`config.mk`:
```
export PLATFORM = sky130hd
export DESIGN_NAME = spi_byte_engine_flat
export DESIGN_NICKNAME = d
export VERILOG_FILES = /design/src/rtl/spi_flash_pkg.sv /design/src/rtl/spi_byte_engine_if.sv /design/src/rtl/spi_sclk_gen.sv /design/src/rtl/spi_byte_engine.sv /design/src/flat_wrapper.sv
export SDC_FILE = /design/constraint.sdc
export NUM_CORES = 1
export LEC_CHECK = 0
export ABC_CLOCK_PERIOD_IN_PS = 2390
export CORE_AREA = 2 2 49 85
export DETAILED_ROUTE_END_ITERATION = 10
export DIE_AREA = 0 0 51 87
export PLACE_DENSITY = 0.81
export SLEW_MARGIN = 15
export SYNTH_ARGS = -nofsm -noshare
export SYNTH_HDL_FRONTEND = slang
export SYNTH_SLANG_ARGS = --single-unit
export TNS_END_PERCENT = 50
```
`constraint.sdc`:
```
create_clock -name p_clk -period 2.39 [get_ports p_clk]
set_input_delay 0.478 -clock p_clk [delete_from_list [all_inputs] [get_ports p_clk]]
set_output_delay 0.478 -clock p_clk [all_outputs]
set_load 0.05 [all_outputs]
```
`src/rtl/spi_flash_pkg.sv`:
```
// spi_flash_pkg
//   Shared definitions for the SPI NOR flash byte engine: engine state
//   encoding, the flash opcodes the controller frames, default timing
//   constants and a small width helper.
package spi_flash_pkg;

  // Engine states. Prefixed so they never collide with timing parameter names.
  typedef enum logic [2:0] {
    ST_IDLE     = 3'd0,
    ST_CS_SETUP = 3'd1,
    ST_SHIFT    = 3'd2,
    ST_WAIT     = 3'd3,
    ST_CS_HOLD  = 3'd4,
    ST_CS_IDLE  = 3'd5
  } spi_state_e;

  // Flash opcodes issued by the controller as the first byte of a frame.
  localparam logic [7:0] OP_RD   = 8'h03;
  localparam logic [7:0] OP_PP   = 8'h02;
  localparam logic [7:0] OP_RDID = 8'h9F;
  localparam logic [7:0] OP_RDSR = 8'h05;
  localparam logic [7:0] OP_WREN = 8'h06;

  // Default timing, all in p_clk cycles.
  localparam int DEF_CLK_DIV  = 4;
  localparam int DEF_CS_SETUP = 2;
  localparam int DEF_CS_HOLD  = 2;
  localparam int DEF_CS_IDLE  = 4;

  // Largest of three values; sizes the shared framing timer.
  function automatic int max3(input int a, input int b, input int c);
    int m;
    m = (a > b) ? a : b;
    m = (m > c) ? m : c;
    return m;
  endfunction

endpackage

```
`src/rtl/spi_byte_engine_if.sv`:
```
// spi_byte_engine_if
//   Byte-level handshake between the flash controller (master) and the
//   SPI byte engine (slave).
//   tx_data/tx_last/tx_valid : byte offered by the controller
//   tx_ready                 : engine accepts the byte this cycle
//   rx_data/rx_valid         : received byte, rx_valid pulses one cycle
//   busy                     : frame in progress
interface spi_byte_engine_if;
  logic [7:0] tx_data;
  logic       tx_last;
  logic       tx_valid;
  logic       tx_ready;
  logic [7:0] rx_data;
  logic       rx_valid;
  logic       busy;

  modport master (
    output tx_data, tx_last, tx_valid,
    input  tx_ready, rx_data, rx_valid, busy
  );

  modport slave (
    input  tx_data, tx_last, tx_valid,
    output tx_ready, rx_data, rx_valid, busy
  );
endinterface

```
`src/rtl/spi_sclk_gen.sv`:
```
// spi_sclk_gen
//   SPI clock divider for the byte engine. While en is high, div_cnt runs
//   0..CLK_DIV-1 and the phase flips on every terminal count, so one s_clk
//   period is 2*CLK_DIV p_clk cycles. When en is low the divider is held at
//   the start of a low phase, so re-enabling always begins a fresh bit.
//   clk/rst    : system clock, synchronous active-high reset
//   en         : divider runs (engine is shifting)
//   rise_tick  : this cycle ends the low phase (s_clk rises at the edge)
//   fall_tick  : this cycle ends the high phase (s_clk falls at the edge)
//   s_clk      : registered SPI clock, idles low
module spi_sclk_gen #(
  parameter int CLK_DIV = 4
) (
  input  logic clk,
  input  logic rst,
  input  logic en,
  output logic rise_tick,
  output logic fall_tick,
  output logic s_clk
);

  localparam int DIV_W = $clog2(CLK_DIV) + 1;

  logic [DIV_W-1:0] div_cnt_r;
  logic             phase_r;
  logic             term_s;

  assign term_s    = (div_cnt_r == DIV_W'(CLK_DIV - 1));
  assign rise_tick = en & term_s & ~phase_r;
  assign fall_tick = en & term_s & phase_r;
  // The phase register is the SPI clock itself: high phase means s_clk=1.
  assign s_clk     = phase_r;

  // Divider counter and phase flip-flop.
  always_ff @(posedge clk) begin
    if (rst) begin
      div_cnt_r <= {DIV_W{1'b0}};
      phase_r   <= 1'b0;
    end else if (!en) begin
      div_cnt_r <= {DIV_W{1'b0}};
      phase_r   <= 1'b0;
    end else if (term_s) begin
      div_cnt_r <= {DIV_W{1'b0}};
      phase_r   <= ~phase_r;
    end else begin
      div_cnt_r <= div_cnt_r + DIV_W'(1);
      phase_r   <= phase_r;
    end
  end

endmodule

```
`src/rtl/spi_byte_engine.sv`:
```
// spi_byte_engine
//   Serial stage of the APB-to-SPI NOR flash controller. Takes a framed
//   stream of bytes, shifts each MSB-first on a mode-0 SPI bus and returns
//   each byte captured from s_miso. Owns chip-select framing and the
//   setup/hold/idle timing around each frame.
//   p_clk/p_reset : system clock, synchronous active-high reset
//   bus           : byte handshake (slave side)
//   s_clk         : SPI clock, idles low
//   s_css         : chip select, active low
//   s_mosi/s_miso : serial data to/from the flash
module spi_byte_engine
  import spi_flash_pkg::*;
#(
  parameter int CLK_DIV  = DEF_CLK_DIV,
  parameter int CS_SETUP = DEF_CS_SETUP,
  parameter int CS_HOLD  = DEF_CS_HOLD,
  parameter int CS_IDLE  = DEF_CS_IDLE
) (
  input  logic              p_clk,
  input  logic              p_reset,
  spi_byte_engine_if.slave  bus,
  output logic              s_clk,
  output logic              s_css,
  output logic              s_mosi,
  input  logic              s_miso
);

  // One timer serves setup, hold and idle since they never overlap.
  localparam int TMR_MAX = max3(CS_SETUP, CS_HOLD, CS_IDLE);
  localparam int TMR_W   = $clog2(TMR_MAX) + 1;

  spi_state_e       state_r, state_nx;
  logic [TMR_W-1:0] tmr_r, tmr_nx;
  logic [2:0]       bit_cnt_r, bit_cnt_nx;
  logic [7:0]       tx_shift_r, tx_shift_nx;
  logic             last_r, last_nx;
  logic [7:0]       rx_shift_r, rx_shift_nx;
  logic [7:0]       rx_data_r, rx_data_nx;
  logic             rx_valid_r, rx_valid_nx;
  logic             s_css_r, css_nx;
  logic             s_mosi_r, mosi_nx;
  logic             ready_s;
  logic             sclk_en_s;
  logic             rise_tick_s;
  logic             fall_tick_s;

  assign sclk_en_s = (state_r == ST_SHIFT);

  spi_sclk_gen #(
    .CLK_DIV (CLK_DIV)
  ) u_sclk_gen (
    .clk       (p_clk),
    .rst       (p_reset),
    .en        (sclk_en_s),
    .rise_tick (rise_tick_s),
    .fall_tick (fall_tick_s),
    .s_clk     (s_clk)
  );

  assign s_css        = s_css_r;
  assign s_mosi       = s_mosi_r;
  assign bus.rx_data  = rx_data_r;
  assign bus.rx_valid = rx_valid_r;
  assign bus.busy     = (state_r != ST_IDLE);
  // Ready never depends on tx_valid, and is forced low while in reset.
  assign bus.tx_ready = ready_s & ~p_reset;

  // Next-state, datapath and handshake decode for the framing FSM.
  always_comb begin
    state_nx    = state_r;
    tmr_nx      = tmr_r;
    bit_cnt_nx  = bit_cnt_r;
    tx_shift_nx = tx_shift_r;
    last_nx     = last_r;
    rx_shift_nx = rx_shift_r;
    rx_data_nx  = rx_data_r;
    rx_valid_nx = 1'b0;
    css_nx      = s_css_r;
    mosi_nx     = s_mosi_r;
    ready_s     = 1'b0;

    case (state_r)
      ST_IDLE: begin
        ready_s = 1'b1;
        if (bus.tx_valid) begin
          tx_shift_nx = bus.tx_data;
          last_nx     = bus.tx_last;
          bit_cnt_nx  = 3'd7;
          mosi_nx     = bus.tx_data[7];
          css_nx      = 1'b0;
          tmr_nx      = {TMR_W{1'b0}};
          state_nx    = ST_CS_SETUP;
        end else begin
          state_nx = ST_IDLE;
        end
      end

      ST_CS_SETUP: begin
        if (tmr_r == TMR_W'(CS_SETUP - 1)) begin
          tmr_nx   = {TMR_W{1'b0}};
          state_nx = ST_SHIFT;
        end else begin
          tmr_nx = tmr_r + TMR_W'(1);
        end
      end

      ST_SHIFT: begin
        // Sample on the edge that raises s_clk.
        if (rise_tick_s) begin
          rx_shift_nx = {rx_shift_r[6:0], s_miso};
        end else begin
          rx_shift_nx = rx_shift_r;
        end

        if (fall_tick_s) begin
          if (bit_cnt_r != 3'd0) begin
            // s_mosi only moves together with the falling s_clk.
            bit_cnt_nx  = bit_cnt_r - 3'd1;
            tx_shift_nx = {tx_shift_r[6:0], 1'b0};
            mosi_nx     = tx_shift_r[6];
          end else begin
            rx_data_nx  = rx_shift_r;
            rx_valid_nx = 1'b1;
            if (last_r) begin
              tmr_nx   = {TMR_W{1'b0}};
              state_nx = ST_CS_HOLD;
            end else begin
              // Byte-done of a non-last byte: a byte taken here keeps the
              // divider running, so the s_clk period is unbroken.
              ready_s = 1'b1;
              if (bus.tx_valid) begin
                tx_shift_nx = bus.tx_data;
                last_nx     = bus.tx_last;
                bit_cnt_nx  = 3'd7;
                mosi_nx     = bus.tx_data[7];
                state_nx    = ST_SHIFT;
              end else begin
                state_nx = ST_WAIT;
              end
            end
          end
        end else begin
          state_nx = ST_SHIFT;
        end
      end

      ST_WAIT: begin
        // Chip select stays low; the divider is parked at a low phase.
        ready_s = 1'b1;
        if (bus.tx_valid) begin
          tx_shift_nx = bus.tx_data;
          last_nx     = bus.tx_last;
          bit_cnt_nx  = 3'd7;
          mosi_nx     = bus.tx_data[7];
          state_nx    = ST_SHIFT;
        end else begin
          state_nx = ST_WAIT;
        end
      end

      ST_CS_HOLD: begin
        if (tmr_r == TMR_W'(CS_HOLD - 1)) begin
          css_nx   = 1'b1;
          tmr_nx   = {TMR_W{1'b0}};
          state_nx = ST_CS_IDLE;
        end else begin
          tmr_nx = tmr_r + TMR_W'(1);
        end
      end

      ST_CS_IDLE: begin
        if (tmr_r == TMR_W'(CS_IDLE - 1)) begin
          tmr_nx   = {TMR_W{1'b0}};
          state_nx = ST_IDLE;
        end else begin
          tmr_nx = tmr_r + TMR_W'(1);
        end
      end

      default: begin
        css_nx   = 1'b1;
        tmr_nx   = {TMR_W{1'b0}};
        state_nx = ST_IDLE;
      end
    endcase
  end

  // State and datapath registers; reset aborts any frame in progress.
  always_ff @(posedge p_clk) begin
    if (p_reset) begin
      state_r    <= ST_IDLE;
      tmr_r      <= {TMR_W{1'b0}};
      bit_cnt_r  <= 3'd0;
      tx_shift_r <= 8'h00;
      last_r     <= 1'b0;
      rx_shift_r <= 8'h00;
      rx_data_r  <= 8'h00;
      rx_valid_r <= 1'b0;
      s_css_r    <= 1'b1;
      s_mosi_r   <= 1'b0;
    end else begin
      state_r    <= state_nx;
      tmr_r      <= tmr_nx;
      bit_cnt_r  <= bit_cnt_nx;
      tx_shift_r <= tx_shift_nx;
      last_r     <= last_nx;
      rx_shift_r <= rx_shift_nx;
      rx_data_r  <= rx_data_nx;
      rx_valid_r <= rx_valid_nx;
      s_css_r    <= css_nx;
      s_mosi_r   <= mosi_nx;
    end
  end

endmodule

```
`src/flat_wrapper.sv`:
```
// flat-port wrapper written by rule: the top's interface ports become plain ports
module spi_byte_engine_flat import spi_flash_pkg::*;
#(
  parameter int CLK_DIV  = DEF_CLK_DIV,
  parameter int CS_SETUP = DEF_CS_SETUP,
  parameter int CS_HOLD  = DEF_CS_HOLD,
  parameter int CS_IDLE  = DEF_CS_IDLE
)
  (p_clk, p_reset, s_clk, s_css, s_mosi, s_miso, bus_tx_data, bus_tx_last, bus_tx_valid, bus_tx_ready, bus_rx_data, bus_rx_valid, bus_busy);
  spi_byte_engine_if bus_i ();
  input  logic p_clk;
  input  logic p_reset;
  output logic s_clk;
  output logic s_css;
  output logic s_mosi;
  input  logic s_miso;
  input wire logic [$bits(bus_i.tx_data)-1:0] bus_tx_data;
  input wire logic [$bits(bus_i.tx_last)-1:0] bus_tx_last;
  input wire logic [$bits(bus_i.tx_valid)-1:0] bus_tx_valid;
  output wire logic [$bits(bus_i.tx_ready)-1:0] bus_tx_ready;
  output wire logic [$bits(bus_i.rx_data)-1:0] bus_rx_data;
  output wire logic [$bits(bus_i.rx_valid)-1:0] bus_rx_valid;
  output wire logic [$bits(bus_i.busy)-1:0] bus_busy;
  assign bus_i.tx_data = bus_tx_data;
  assign bus_i.tx_last = bus_tx_last;
  assign bus_i.tx_valid = bus_tx_valid;
  assign bus_tx_ready = bus_i.tx_ready;
  assign bus_rx_data = bus_i.rx_data;
  assign bus_rx_valid = bus_i.rx_valid;
  assign bus_busy = bus_i.busy;
  spi_byte_engine #(.CLK_DIV(CLK_DIV), .CS_SETUP(CS_SETUP), .CS_HOLD(CS_HOLD), .CS_IDLE(CS_IDLE)) u_core (.p_clk(p_clk), .p_reset(p_reset), .bus(bus_i), .s_clk(s_clk), .s_css(s_css), .s_mosi(s_mosi), .s_miso(s_miso));
endmodule
```
* After elaboration in Yosys (flattened, before gate mapping) *
Index checks and enable logic that the tools add are counted.

operators by class
  add/sub/neg operators = 3
  equality and inequality tests = 18
  muxes and demuxes = 45
  bitwise logic cells = 11
  reduce and logical (&&, ||, !) cells = 17

operators with widths
  operator             number
  $mux 3               16
  $mux 8               4
  $pmux 3 s6           1
  $mux 1               17
  $pmux 8 s2           1
  $pmux 3 s5           1
  $eq 3x2->1 const B   4
  $ne 2x1->1 const B   6
  $reduce_and 3->1     3
  $reduce_and 4->1     2
  $not 1->1            7
  $add 3x1->3 const B  2
  $eq 3x1->1 const B   2
  $eq 3x3->1 const B   2
  $ne 3x3->1 const B   2
  $pmux 1 s2           3
  $pmux 3 s2           1
  $reduce_bool 3->1    2
  $reduce_or 2->1      3
  $reduce_or 3->1      2
  $reduce_and 5->1     1
  $and 1x1->1          4
  $ne 2x2->1 const B   2
  $reduce_or 4->1      1
  other kinds (5)      5

word-level totals
  bits in registers = 41
  bits of input ports = 13

* Longest topological paths before layout *
Gate-level depths: netlist of run 1.

  depth after elaboration = 6
  gate-level depth with buffers = 8

* By module *
Synthesis of run 1 repeated with hierarchy kept, for this count alone.

unflattened totals
  cells, all modules = 227
  area, all modules = 2057.0 µm²

modules (own cells, without submodules)
  module           times used  cells each  area an instance (µm²)  seq. area each (µm²)
  spi_byte_engine  1           210         1893.1                  720.7
  spi_sclk_gen     1           17          163.9                   80.1

* Worst setup path before layout of run 1 *
OpenSTA, ideal clock, no wires.

  kind = reg-to-output
  start point = register u_core.u_sclk_gen.phase_r, in the netlist u_core.u_sclk_gen.s_clk
  end point = output port bus_tx_ready
  data arrival time = 2.233 ns
  required time = 1.912 ns
  path slack = -0.321 ns
  stages on the path, launching flop included = 7
  path buffers = 2
  cell sequence = dfxtp_1 nand2_1 clkbuf_1 nor3_1 buf_4 nand2b_1 a21oi_1

between the ends
  word-level cells in the longest chain between the ends = 4

ends and longest elaborated chain
  item                    RTL line                text
  from (decl)             spi_sclk_gen.sv:25      logic phase_r;
  from (signal assigned)  spi_sclk_gen.sv:44      phase_r <= ~phase_r;
  from (signal assigned)  spi_sclk_gen.sv:47      phase_r <= phase_r;
  $and 1x1->1             spi_sclk_gen.sv:30      assign fall_tick = en & term_s & phase_r;
  $mux 1                  spi_byte_engine.sv:115  if (fall_tick_s) begin
  $pmux 1 s2              spi_byte_engine.sv:82   case (state_r)
  $and 1x1->1             spi_byte_engine.sv:66   assign bus.tx_ready = ready_s & ~p_reset;
  to (decl)               flat_wrapper.sv:20      output wire logic [$bits(bus_i.tx_ready)-1:0] bus_tx_ready;

Every way passes these cells.

* Final worst setup path of run 1 *
  start point = register u_core.state_r[0]
  end point = output port bus_tx_ready

between the ends
  word-level cells in the longest chain between the ends = 6
  elaborated cells between the ends (all ways) = 9

ends and longest elaborated chain
  item                       RTL line                                      text
  from (decl)                spi_byte_engine.sv:32                         spi_state_e state_r, state_nx;
  from (signal assigned)     spi_byte_engine.sv:202                        state_r <= state_nx;
  $eq 3x2->1                 spi_byte_engine.sv:47, spi_byte_engine.sv:82
  $and 1x1->1 (2 in series)  spi_sclk_gen.sv:30
  $mux 1                     spi_byte_engine.sv:115
  $pmux 1 s2 (*)             spi_byte_engine.sv:82
  $and 1x1->1 (*)            spi_byte_engine.sv:66

Every way passes the cells marked *; elsewhere a longest branch is shown, timed or not.

==> results of run 1 <==
[logic make-up (layout without fill, tap and decap cells)]
logic type / Yosys count / in the layout / synth area share [%]
simple gates: 70 / 70 / 19.4
mux: 23 / 23 / 11.7
flops: 40 / 40 / 40.6
compound gates: 38 / 38 / 15.7
fa+ha+maj: 8 / 8 / 5.08
buf+inv: 34 / 65 / 7.11
xor+xnor: 1 / 1 / 0.444
[metrics by stage]
step	worst slack [ns]	power [mW]
finish	0.0707	1.68
global route	0.0139	1.76
CTS	0.00587	1.68
detailed placement	0.190	1.20
global placement	0.240	1.19
floorplan	0.0761	1.06
[worst register-to-register path, stage by stage, from the launching register on]
cell and delay (ns):
dfxtp_1 0.34, ha_1 0.19, ha_4 0.16, nand2_2 0.12
buf_4 0.19, a211oi_2 0.32, nand3_1 0.33, a221oi_1 0.37
[path summary, 6_finish.rpt]
path / from / to / slack [ns]
setup / recovery: u_core.state_r[0]$_SDFFE_PP0P_ / bus_tx_ready / 0.07
hold reg to reg: u_core.u_sclk_gen.div_cnt_r[0]$_SDFF_PP0_ / u_core.u_sclk_gen.div_cnt_r[0]$_SDFF_PP0_ / 0.43
hold / removal: u_core.u_sclk_gen.div_cnt_r[0]$_SDFF_PP0_ / u_core.u_sclk_gen.div_cnt_r[0]$_SDFF_PP0_ / 0.43
setup reg to reg: u_core.u_sclk_gen.div_cnt_r[0]$_SDFF_PP0_ / u_core.bit_cnt_r[1]$_SDFFE_PP0P_ / 0.27
[metal layers]
layer	wire length, µm	part of all wire, %	up-vias	track usage (%)
li1	-	-	813	-
met1	1580	38	769	21.2
met2	2230	53	48	36.6
met3	201	4.8	14	5.67
met4	157	3.8	0	12.5
met5	0	0	-	0
[power groups by stage]
| stage | Combinational, mW | Clock, mW | Sequential [mW] |
|---|---|---|---|
| after detailed placement | 0.430 | 0 | 0.767 |
| after floorplan | 0.281 | 0 | 0.783 |
| after CTS | 0.438 | 0.496 | 0.751 |
| after global placement | 0.424 | 0 | 0.766 |
| final | 0.447 | 0.482 | 0.752 |
| after global routing | 0.489 | 0.518 | 0.757 |
[cell type report]
cell class | instances | area [µm²]
Clock buffer | 6 | 82.6
Clock inverter | 2 | 15.0
Fill cell | 332 | 1330
Inverter | 20 | 75.1
Multi-Input combinational cell | 140 | 1080
Sequential cell | 40 | 801
Tap cell | 48 | 60.1
Timing Repair Buffer | 37 | 350
[synthesized netlist by cell type (3+ instances only)]
master    number  area share (%)
nand3_1        3            0.76
a221oi_1       8             3.6
nand2b_1      10             3.2
nor3_1         4             1.0
nand2_1        3            0.57
or3_1          5             1.6
o21bai_1       3             1.1
inv_1         20             3.8
or2_2          4             1.3
nor2_1        23             4.4
ha_1           8             5.1
clkbuf_1      11             2.1
and2b_1        3             1.1
dfxtp_1       40              41
mux2i_1       23              12
nor2b_1        3            0.95
a21oi_1        6             1.5
o21ai_0        3            0.76
[registers in the layout, summed over array words and instances (netlist names)]
register / count
u_core.bus.rx_data: 8
u_core.tmr_r: 3
u_core.last_r: 1
u_core.u_sclk_gen.div_cnt_r: 3
u_core.bus.rx_valid: 1
u_core.tx_shift_r: 7
u_core.bit_cnt_r: 3
u_core.rx_shift_r: 8
u_core.s_css: 1
u_core.s_mosi: 1
u_core.state_r: 3
u_core.u_sclk_gen.s_clk: 1
==> out/metrics.yaml, run 1 <==
status: "finished clean"
syn_area_mm2: 0.00197
critPathKind: "flip-flop to output port"
grt_pass1_vias: 1568
end_kind: "output port"
finalCriticalPeriod_ns: 2.32
dieArea_mm2: 0.00444
post_drt_wl_per_cell_um: 14.2
rsz0062_at_grt: "false"
drt_iter0_markers: 39
switchingPower_mw: 0.530
placed_cells: 285
async_flop_share_pct: 0
io_pins: 27
num_vias: 1644
antenna_found_initial: 0
seqPwrFrac_pct: 44.7
synth.distinct_cells: 45
drv_slew: 0
cp_top_family: "simple AND/OR/NAND/NOR gates"
fmax_mhz: 431
rows: 30
switching_share_pct: 31.5
slowest_delay_ns: 0.42
layout_commonest_cell: "dfxtp_1"
clockPowerShare_pct: 28.7
totalNegativeSetupSlack_ns: 0
fin_cells: 293
grt.overflow.total: 0
hold_buffers: 0
ant_nets: 0
syn_inst: 214
path_max_fanout: 9
cp.depth: 5
reg2regPathDepth: 7
postLayoutCellArea_mm2: 0.00246
grt.total_usage_pct: 20.8
whs_path_depth: 1
cts_tree: "built"
clk-insertion-delay-late_ns: 0.30
die_w_um: 51
gp_congestion: 0.855
synth-edff-count: 0
synth_nets: 235
path_clk_slew_ns: 0.08
die_y_um: 87
h-tree-depth: 2
start_util_pct: 52.0
hp-class: "flip-flop to flip-flop"
setup_viol: 0
synth_seq_area_share_pct: 40.6
viasPerCell: 5.61
first_pass_iters: 4
worst_slew_pin_slew_ns: 0.578
cp_slowest_cell: "or3_4"
synth.avg_cell_area_um2: 9.21
final_cell_mix: "dfxtp_1 (40), clkdlybuf4s50_1 (24), nor2_1 (23), mux2i_1 (23), inv_1 (20)"
portBuffers: 26
hold_ws_ns: 0.430
cts_resized: 1
ys_ff_latch: 40
cts_setup_buffers: 0
fin_crit_sh_pct: 97.0
dpl.hpwl_um: 2910
power_leakage_nw: 1.01
crit_buf_inv: 2
report.final.hold_viol_count: 0
cap_viol_max_count: 0
path_cells: "buf_4 > and2b_1 > or3_4 > a21oi_4 > buf_12"
synth_warnings: 0
drive_above_1_share_pct: 14.7
clock_sinks: 40
worstPathArrival_ns: 1.84
cp-start-kind: "flip-flop"
drc: 0
ir_drop_mv: 0.617
cts_buffers: 5
utilization_pct: 64.9
grt_max_degree: 29
p_int_mw: 1.15
required_ns: 1.91
max_slew_margin_pct: 61.5
fin_worst_skew_ns: 0.00924
cts_root_buffer: "clkbuf_8"
diodes: 0
grt_pass1_wl_um: 6970
coreArea_mm2: 0.00379
routed_wl_um: 4170
syn_to_final_growth_pct: 24.7
place_area_mm2: 0.00233
clock_path_buffers: 2
p_per_area_mw_per_mm2: 683
share_comb_of_total_power_pct: 26.6
nets: 265
synth_ff_type: "dfxtp_1"
Power figures use the tool's default switching activity.
==> run 2: changes to the inputs <==
--- a/config.mk
+++ b/config.mk
@@ -9,6 +9,7 @@
 export CORE_AREA = 2 2 49 85
 export DETAILED_ROUTE_END_ITERATION = 10
 export DIE_AREA = 0 0 51 87
+export GPL_ROUTABILITY_DRIVEN = 0
 export PLACE_DENSITY = 0.81
 export SLEW_MARGIN = 15
 export SYNTH_ARGS = -nofsm -noshare
==> results of run 2 <==
No change in the layout: final DEF, timing and power equal those of run 1.
==> run 3: changes to the inputs <==
--- a/config.mk
+++ b/config.mk
@@ -5,14 +5,14 @@
 export SDC_FILE = /design/constraint.sdc
 export NUM_CORES = 1
 export LEC_CHECK = 0
-export ABC_CLOCK_PERIOD_IN_PS = 2390
-export CORE_AREA = 2 2 49 85
+export CORE_AREA = 2 2 50 87
 export DETAILED_ROUTE_END_ITERATION = 10
-export DIE_AREA = 0 0 51 87
+export DIE_AREA = 0 0 52 89
 export GPL_ROUTABILITY_DRIVEN = 0
-export PLACE_DENSITY = 0.81
+export PLACE_DENSITY = 0.8
 export SLEW_MARGIN = 15
 export SYNTH_ARGS = -nofsm -noshare
 export SYNTH_HDL_FRONTEND = slang
+export SYNTH_HIERARCHICAL = 1
 export SYNTH_SLANG_ARGS = --single-unit
 export TNS_END_PERCENT = 50
==> run 3 against run 2 <==
  * Final cell count up 4.1%
  * Register-to-register slack about the same
  * Power up 1.4%
  * Maximum frequency up 0.20%
  * Sequential power down 0.8%
  * First-iteration DRC count up 38%
  * Clock-buffer cell count unchanged
  * Wire length up 8.5%
  * Clock skew down 0.0029 ns
  * Die area up 4.3%
  * Core utilization up 0.23 points
  * Global-route usage about the same
==> out/metrics.yaml, run 3 <==
dp_slack_ns: 0.182  # -0.00808 ns
hp-class: "flip-flop to flip-flop"
num_vias: 1741  # +5.9%
synth_seq_area_share_pct: 38.9  # -1.7 points
startpoint: "u_core/u_sclk_gen/div_cnt_r[0]$_SDFF_PP0_"
report.final.hold_viol_count: 0  # unchanged
switchingPower_mw: 0.558  # +5.3%
r2r_setup_slack_ns: 0.26  # about the same
p_per_area_mw_per_mm2: 677  # -0.96%
routed_wl_um: 4530  # +8.5%
die_w_um: 52  # +2.0%
hold_ws_ns: 0.430  # -0.000221 ns
nets: 277  # +4.5%
r2r_start: "u_core/u_sclk_gen/div_cnt_r[0]$_SDFF_PP0_"
post_drt_wl_per_cell_um: 14.8  # +4.2%
fin_crit_sh_pct: 96.9  # -0.19 points
rows: 30  # unchanged
dieArea_mm2: 0.00463  # +4.3%
cap_viol_max_count: 0  # unchanged
critPathKind: "flip-flop to output port"
r2r_end: "u_core/tx_shift_r[3]$_SDFFE_PP0P_"
ys_top_cells_by_area: "dfxtp_1 (39%), ha_1 (4.9%), mux2i_1 (4.4%)"
grt_pass1_vias: 1595  # +1.7%
cp-start-kind: "flip-flop"
grt.total_usage_pct: 20.8  # about the same
switching_share_pct: 32.7  # +1.2 points
diodes: 0  # unchanged
synth.avg_cell_area_um2: 9.06  # -1.7%
path_max_fanout: 5  # -4
syn_area_mm2: 0.00206  # +4.3%
async_flop_share_pct: 0  # unchanged
drt_iter0_markers: 54  # +38%
portBuffers: 26  # unchanged
synth_area_leader_cell: "dfxtp_1"
dpl.hpwl_um: 3180  # +9.5%
io_pins: 27  # unchanged
yosys-top-cells-count: "dfxtp_1 (40), nand2_1 (21), inv_1 (18)"
cts_buffers: 5  # unchanged
clk-insertion-delay-late_ns: 0.29  # about the same
fin_worst_skew_ns: 0.00637  # -0.00287 ns
p_int_mw: 1.15  # -0.46%
clockPowerShare_pct: 26.1  # -2.6 points
antenna_found_initial: 0  # unchanged
ys_ff_latch: 40  # unchanged
ant_nets: 0  # unchanged
layout_commonest_cell: "dfxtp_1"
cts_root_buffer: "clkbuf_8"
clock_sinks: 40  # unchanged
worst_slew_pin_slew_ns: 0.557  # -0.0205 ns
power_leakage_nw: 0.948  # -5.9%
h-tree-depth: 2  # unchanged
ir_drop_mv: 0.678  # +9.8%
seqPwrFrac_pct: 43.8  # -0.9 points
syn_inst: 227  # +6.1%
finalCriticalPeriod_ns: 2.31  # -0.00452 ns
drv_slew: 0  # unchanged
p_total_mw: 1.70  # +1.4%
coreArea_mm2: 0.00387  # +2.0%
start_util_pct: 53.2  # +1.2 points
clock_path_buffers: 2  # unchanged
grt.overflow.total: 0  # unchanged
path_clk_slew_ns: 0.08  # about the same
end_kind: "output port"
synth-edff-count: 0  # unchanged
synth_ff_type: "dfxtp_1"
first_pass_iters: 4  # unchanged
fmax_mhz: 432  # +0.20%
viasPerCell: 5.71  # +1.7%
synth_nets: 248  # +5.5%
required_ns: 1.91  # about the same
synth_top_area_share_pct: 38.9  # -1.7 points
max_slew_margin_pct: 62.8  # +1.3 points
grt_max_degree: 33  # +14%
setup_ws_ns: 0.0752  # +0.00452 ns
setup_viol: 0  # unchanged
worstPathArrival_ns: 1.84  # about the same
synth.distinct_cells: 51  # +13%
die_y_um: 89  # +2.3%
status: "finished clean"
reg2regPathDepth: 9  # +2
drc: 0  # unchanged
share_comb_of_total_power_pct: 30.1  # +3.5 points
syn_to_final_growth_pct: 22.4
final_cell_mix: "dfxtp_1 (40), clkdlybuf4s50_1 (24), nand2_1 (21)"
cts_tree: "built"
totalNegativeSetupSlack_ns: 0  # unchanged
critPathCapture: "bus_tx_ready"
drive_above_1_share_pct: 13.6  # -1.1 points
grt_pass1_wl_um: 7220  # +3.6%
synth_warnings: 6  # +6
synth.most_common_cell: "dfxtp_1"
[run 3: cell types whose count changed after synthesis, moves of 5 or more]
cell	previous run	this run
mux2i_1	23	9
nand2b_1	10	5
clkbuf_1	11	6
nand2_1	3	21
o31ai_1	0	8
nor2_1	23	16
o211ai_1	0	9
a21oi_1	6	14
buf_2	0	5
[run 3: repair_timing]
item,in CTS,in global routing
hold buffers,0,0
buffers inserted,1,1
resized for setup,2,2
pin swaps,0,2
setup endpoints to repair,1,1
[run 3: power groups by stage]
stage | Clock [mW] | Combinational [mW] | Sequential, mW
CTS | 0.456 | 0.509 | 0.746
global route | 0.492 | 0.553 | 0.753
finish | 0.445 | 0.512 | 0.746
detailed placement | 0 | 0.505 | 0.761
floorplan | 0 | 0.349 | 0.776
global placement | 0 | 0.496 | 0.758
[run 3: metrics by stage]
stage	instances	utilization, %	area [µm²]
after detailed placement	295	61.8	2390
final	305	65.1	2520
after floorplan	227	-	2070
after global placement	295	61.8	2390
after CTS	304	64.6	2500
after global routing	305	65.1	2520
[run 3: area by class of cell]
type                    instances  area, µm²
fillers                       325       1350
multi-input cells             152       1120
flip-flops and latches         40        801
repair buffers                 39        378
clock buffers                   6       72.6
inverters                      18       67.6
well taps                      48       60.1
clock inverters                 2       16.3
[run 3: cell families (layout without fill, tap and decap cells)]
family / after synthesis / count (layout) / synth area share [%]
XOR/XNOR: 2 / 2 / 1.76
adder cells (fa/ha/maj): 8 / 8 / 4.87
flip-flops: 40 / 40 / 38.9
buffers and inverters: 35 / 65 / 8.15
AO/OA/AOI/OAI: 65 / 65 / 24.1
AND/OR/NAND/NOR: 67 / 67 / 17.3
multiplexers: 10 / 10 / 4.93
[run 3: layer usage]
metal | global-route usage, % | share of wire [%] | wire length (µm) | up-vias
li1 | - | - | - | 861
met1 | 21.4 | 39 | 1790 | 824
met2 | 37.6 | 53 | 2410 | 48
met3 | 6.02 | 4.8 | 219 | 8
met4 | 9.81 | 2.4 | 107 | 0
met5 | 0 | 0 | 0 | -
[run 3: worst max-delay path, stage by stage (launching register included)]
cell	delay, ns
dfxtp_1	0.34
ha_1	0.19
ha_4	0.16
and3_4	0.21
nor3b_4	0.21
a2bb2oi_2	0.11
nor3_4	0.16
buf_12	0.16
[run 3: worst min path at each step]
stage | startpoint | endpoint | slack, ns | depth (start not counted)
after CTS | u_core/u_sclk_gen/div_cnt_r[0]$_SDFF_PP0_ | u_core/u_sclk_gen/div_cnt_r[0]$_SDFF_PP0_ | 0.43 | 1
after floorplan | u_core/u_sclk_gen/div_cnt_r[0]$_SDFF_PP0_ | u_core/u_sclk_gen/div_cnt_r[0]$_SDFF_PP0_ | 0.40 | 1
after global placement | u_core/u_sclk_gen/div_cnt_r[0]$_SDFF_PP0_ | u_core/u_sclk_gen/div_cnt_r[0]$_SDFF_PP0_ | 0.41 | 1
after detailed placement | u_core/u_sclk_gen/div_cnt_r[0]$_SDFF_PP0_ | u_core/u_sclk_gen/div_cnt_r[0]$_SDFF_PP0_ | 0.42 | 1
final | u_core/u_sclk_gen/div_cnt_r[0]$_SDFF_PP0_ | u_core/u_sclk_gen/div_cnt_r[0]$_SDFF_PP0_ | 0.43 | 1
after global routing | u_core/u_sclk_gen/div_cnt_r[0]$_SDFF_PP0_ | u_core/u_sclk_gen/div_cnt_r[0]$_SDFF_PP0_ | 0.44 | 1
